## src/rtl/maint_pkg.sv

```systemverilog
// Shared types and constants for the maintenance watchdog controller.
package maint_pkg;

  typedef enum logic [2:0] {
    IDLE  = 3'd0,
    WAIT  = 3'd1,
    HIT   = 3'd2,
    ERROR = 3'd3,
    CLEAR = 3'd4
  } state_t;

  localparam logic [7:0] ERR_CODE  = 8'hFF;
  localparam logic [7:0] PRESS_MAX = 8'hFE;

endpackage

```

## src/rtl/maint_timer.sv

```systemverilog
// Timeout timer: 8-bit counter with clear/enable; flags the last cycle before expiry.
module maint_timer #(
  parameter int unsigned TIMEOUT = 100
) (
  input  logic clk,
  input  logic rst,
  input  logic clr,
  input  logic en,
  output logic expired
);

  logic [7:0] count_q;

  always_ff @(posedge clk or negedge rst) begin
    if (!rst) begin
      count_q <= '0;
    end else if (clr) begin
      count_q <= '0;
    end else if (en) begin
      count_q <= count_q + 8'd1;
    end
  end

  assign expired = (count_q == 8'(TIMEOUT - 1));

endmodule

```

## src/rtl/maint_watchdog_ctrl.sv

```systemverilog
// Maintenance watchdog: counts button presses, raises a latched error code after a
// press-free timeout, and clears it on an acknowledging press.
module maint_watchdog_ctrl
  import maint_pkg::*;
#(
  parameter int unsigned TIMEOUT = 100,
  parameter int unsigned ERR_W   = 4
) (
  input  logic             clk,
  input  logic             rst,
  input  logic             x,
  input  logic             enable,
  output logic [2:0]       current_state,
  output logic [7:0]       reg_state,
  output logic [7:0]       press_count,
  output logic             error_flag,
  output logic [ERR_W-1:0] error_count
);

  localparam logic [ERR_W-1:0] ERR_MAX = {ERR_W{1'b1}};

  state_t           state_q, state_d;
  logic             x_d, press_q, expired, expired_q, timer_run;
  logic [7:0]       press_count_q, press_count_d, reg_state_q, reg_state_d;
  logic [ERR_W-1:0] error_count_q, error_count_d;
  logic             error_flag_q, error_flag_d;

  assign timer_run = (state_q == WAIT);

  maint_timer #(
    .TIMEOUT(TIMEOUT)
  ) u_timer (
    .clk    (clk),
    .rst    (rst),
    .clr    (!timer_run),
    .en     (timer_run),
    .expired(expired)
  );

  // Press and expiry are registered; edges seen while IDLE (incl. the first
  // post-reset edge) are discarded so a button held through reset never counts.
  always_ff @(posedge clk or negedge rst) begin
    if (!rst) begin
      x_d       <= 1'b0;
      press_q   <= 1'b0;
      expired_q <= 1'b0;
    end else begin
      x_d       <= x;
      press_q   <= x & ~x_d & (state_q != IDLE);
      expired_q <= expired & timer_run;
    end
  end

  always_ff @(posedge clk or negedge rst) begin
    if (!rst) begin
      state_q       <= IDLE;
      press_count_q <= '0;
      error_count_q <= '0;
      reg_state_q   <= '0;
      error_flag_q  <= 1'b0;
    end else begin
      state_q       <= state_d;
      press_count_q <= press_count_d;
      error_count_q <= error_count_d;
      reg_state_q   <= reg_state_d;
      error_flag_q  <= error_flag_d;
    end
  end

  always_comb begin
    state_d = state_q;
    case (state_q)
      IDLE:  if (enable) state_d = WAIT;
      WAIT: begin
        if (!enable)        state_d = IDLE;
        else if (press_q)   state_d = HIT;
        else if (expired_q) state_d = ERROR;
      end
      HIT:   state_d = enable ? WAIT : IDLE;
      ERROR: if (press_q) state_d = CLEAR;
      CLEAR: state_d = enable ? WAIT : IDLE;
      default: state_d = IDLE;
    endcase
  end

  always_comb begin
    press_count_d = press_count_q;
    error_count_d = error_count_q;
    if (state_d == HIT && state_q != HIT && press_count_q < PRESS_MAX) begin
      press_count_d = press_count_q + 8'd1;
    end
    if (state_d == ERROR && state_q != ERROR && error_count_q != ERR_MAX) begin
      error_count_d = error_count_q + 1'b1;
    end
    error_flag_d = (state_d == ERROR);
    reg_state_d  = (state_d == ERROR) ? ERR_CODE : press_count_d;
  end

  assign current_state = state_q;
  assign reg_state     = reg_state_q;
  assign press_count   = press_count_q;
  assign error_flag    = error_flag_q;
  assign error_count   = error_count_q;

endmodule

```

## config.mk

```make
export PLATFORM = sky130hd
export DESIGN_NAME = maint_watchdog_ctrl
export DESIGN_NICKNAME = d
export VERILOG_FILES = /design/src/rtl/maint_pkg.sv /design/src/rtl/maint_timer.sv /design/src/rtl/maint_watchdog_ctrl.sv
export SDC_FILE = /design/constraint.sdc
export NUM_CORES = 1
export LEC_CHECK = 0
export BUFFER_PORTS_ARGS = -buffer_cell sky130_fd_sc_hd__buf_4
export CAP_MARGIN = 20
export CORE_MARGIN = 2
export CORE_UTILIZATION = 45
export CTS_CLUSTER_DIAMETER = 120
export DETAILED_ROUTE_END_ITERATION = 16
export HOLD_SLACK_MARGIN = 0.1
export PLACE_DENSITY = 0.69
export SYNTH_ARGS = -nofsm -noshare
export SYNTH_HDL_FRONTEND = slang
export SYNTH_SLANG_ARGS = --single-unit
```

## constraint.sdc

```tcl
create_clock -name clk -period 1.7 [get_ports clk]
set_clock_uncertainty 0.15 [all_clocks]
set_input_delay 0.085 -clock clk [delete_from_list [all_inputs] [get_ports clk]]
set_output_delay 0.085 -clock clk [all_outputs]
set_load 0.005 [all_outputs]
```

==> impl_metrics.csv <==
group,metric,value,unit
logic_synthesis,synth_area_leaders,"dfrtp_1 (58%), mux2_2 (3.8%), nand3_1 (3.7%)",
layout,diodes,0,
detailed_routing,routed_wl,2880,um
worst_setup_path,crit_slowest_cell,"or3_1",
die,io_pins,28,
global_routing,grt_first_pass_wirelength,4820,um
sta,worstMarginPinSlew,431,ps
detailed_routing,wl_per_cell,12.8,um
worst_setup_path,worst_setup_path_start_kind,"register",
worst_setup_path,critPathBufInv,1,
detailed_routing,dr.pass1.iters,4,
worst_setup_path,cp_top_family,"simple AND/OR/NAND/NOR gates",
place,dp_hpwl,2010,um
cts,cts_root_buffer,"clkbuf_4",
die,die_w,61.8,um
place,port_buffers,27,
logic_synthesis,ys_warn_count,0,
sta,hold_viol_final,0,
logic_synthesis,synth_top_area_share,58.3,%
detailed_routing,drt_iter0_markers,27,
die,die_area,3810,um^2
logic_synthesis,synthTopCellsByCount,"dfrtp_1 (35), nand3_1 (11), nor2_1 (8), o21ai_0 (8)",
logic_synthesis,syn_nets,134,
detailed_routing,drc,0,
global_routing,grt-ovfl-total,0,
layout,regArea,876,um^2
sta,setup_slack,-25.2,ps
sta,fin_crit,1730,ps
layout,fin_util,65.0,%
worst_setup_path,critical_path_required,1810,ps
worst_setup_path,path_cells,"buf_6, and4bb_2, nand4_1, or3_1, nand3_1",
global_routing,grt_max_degree,36,
global_routing,grt_pass1_vias,1090,
layout,multi_input_area,633,um^2
cts,clk_path_buf_depth,2,
cts,clk_latency,320,ps
power_and_ir_drop,p_per_area,993,nW/um^2
logic_synthesis,synth_cell_types,35,
cts,path_clk_slew,100,ps
status,status,"finished with violations",
sta,rsz0062_at_grt,"true",
cts,htree_levels,2,
global_routing,grt.total_usage,17.6,%
cts,cts_num_sinks,35,
die,initial_core_util,48.4,%
logic_synthesis,synth_largest_area_cell,"dfrtp_1",
logic_synthesis,yosys.cell_count.top_type,"dfrtp_1",
worst_setup_path,endpoint_kind,"register",
cts,cts_tree,"done",
logic_synthesis,syn_inst,127,
worst_setup_path,path_class,"register to register",
layout,layout.nets,186,
die,core_area,3100,um^2
die,die_height,61.8,um
worst_setup_path,cpPeakStageDelay,420,ps
detailed_routing,viasPerCell,5.11,
sta,slew_headroom,71.2,%
cts,cts_buffers,5,
flow_run,maxCapViolations,0,
logic_synthesis,seq_area_frac_synth,58.3,%
logic_synthesis,synth-edff-count,0,
die,core.rowCount,20,
logic_synthesis,synth_ff_type,"dfrtp_1",
sta,fmax,580,MHz
layout,drive_gt1_share,36.7,%
place,gp_congestion,0.831,
logic_synthesis,ys_seq_elements,35,
power_and_ir_drop,peakVddDrop,0.749,mV
layout,nFillCells,262,
layout,synthToLayoutAreaGrowth,34.2,%
sta,drv_slew,0,
power_and_ir_drop,total_power,2.00,mW
worst_setup_path,worst-path-max-fanout,5,
worst_setup_path,critPathArrivalTime,1840,ps
detailed_routing,route.vias.total,1144,
logic_synthesis,async_flop_share,100,%
sta,post-route-period-util,101,%
sta,finalSetupViolations,3,
logic_synthesis,syn_area,1500,um^2
logic_synthesis,syn_area_per_cell,11.8,um^2
status,violations,"negative setup slack",
hold_path,hold_class,"input port to register",
power_and_ir_drop,leakage,1.01,nW
global_routing,antenna_found_initial,0,
detailed_routing,detail-route-antenna-nets,0,
flip-flops by register name, summed over array words and instances, names as in the netlist:
name,flops
press_q,1
press_count,8
error_flag,1
current_state,3
error_count,4
x_d,1
expired_q,1
u_timer.count_q,8
reg_state,8
logic make-up after synthesis:
family,after synthesis,share of synthesized area (%)
AOI/OAI and AO/OA,15,5.92
xor gates and xnor gates,9,5.25
adders and majority gates,3,2.50
buffers and inverters,4,2.00
DFF,35,58.3
muxes,6,4.75
and+or+nand+nor,55,21.3
worst min-delay path, cell delays in order:
cell and delay [ps]:
buf_4 120, a21oi_1 140, or4b_4 160, clkinv_4 40
buf_4 130
cells in the final DEF, fill, tap and decap left out, types with 2 or more instances in the layout:
cell type	instances
mux2_2	3
nand2_1	6
clkbuf_8	2
nand2b_4	2
nor2_1	8
nor3b_1	2
nand4_1	3
clkbuf_4	5
ha_1	3
buf_4	43
nor3_1	2
and3_1	4
or3_1	2
nand2b_1	4
nand3_1	11
mux2_4	3
a21oi_1	3
xnor2_1	5
xor2_1	3
and2_1	2
dlygate4sd3_1	4
o21ai_0	7
dfrtp_1	35
cell type report:
class | instances | area share [%]
inverter | 1 | 0.435
clock buffer | 8 | 3.41
timing repair buffer | 48 | 18.6
tap | 44 | 2.73
sequential | 35 | 43.5
multi-input combinational | 88 | 31.4
through the flow:
| step | worst slack [ps] | TNS [ps] | hold slack, ps | cell area, um^2 | cells |
|---|---|---|---|---|---|
| 6_report | -25.2 | -55.0 | 233 | 2020 | 224 |
| 5_1_grt | -114 | -426 | 221 | 2020 | 224 |
| 4_1_cts | -18.8 | -40.1 | 197 | 1960 | 221 |
| 3_5_place_dp | -80.9 | -80.9 | -89.7 | 1840 | 209 |
| 3_3_place_gp | -56.3 | -56.3 | -95.4 | 1840 | 209 |
| 2_1_floorplan | -194 | -260 | -361 | 1510 | 127 |
where the power goes:
| part | leakage, nW | total (mW) | internal (mW) | switching (mW) |
|---|---|---|---|---|
| Clock | 0.0386 | 0.495 | 0.243 | 0.252 |
| Sequential | 0.469 | 1.04 | 0.941 | 0.101 |
| Combinational | 0.502 | 0.464 | 0.301 | 0.164 |
path summary, 6_finish.rpt:
path                              startpoint                    endpoint  slack [ps]  depth (start not counted)
setup / recovery           press_q$_DFF_PN0_      reg_state[4]$_DFF_PN0_         -30                          5
hold / removal                        enable        error_flag$_DFF_PN0_         230                          5
setup reg to reg           press_q$_DFF_PN0_      reg_state[4]$_DFF_PN0_         -30                          5
hold reg to reg                x_d$_DFF_PN0_           press_q$_DFF_PN0_         270                          1
max in group asynchronous                rst  current_state[1]$_DFF_PN0_         460                          3
min in group asynchronous                rst      reg_state[0]$_DFF_PN0_         630                          3
routing by layer:
layer  vias to the layer above  global-route usage (%)  routed length (um)
met5                         -                       0                   0
met4                         0                    6.69                  33
met3                         6                    5.59                 131
met2                        29                    28.0                1350
met1                       547                    22.7                1360
li1                        562                       -                   -
what timing repair did:
action                                  4_1_cts  5_1_grt
hold endpoints to repair                     38        0
hold buffers                                  4        0
pin swaps                                     2        5
gates resized for setup                       4        7
endpoints found under the setup margin        4       10
setup buffers                                 0        3
No activity file was read; power rests on OpenSTA's default activity.
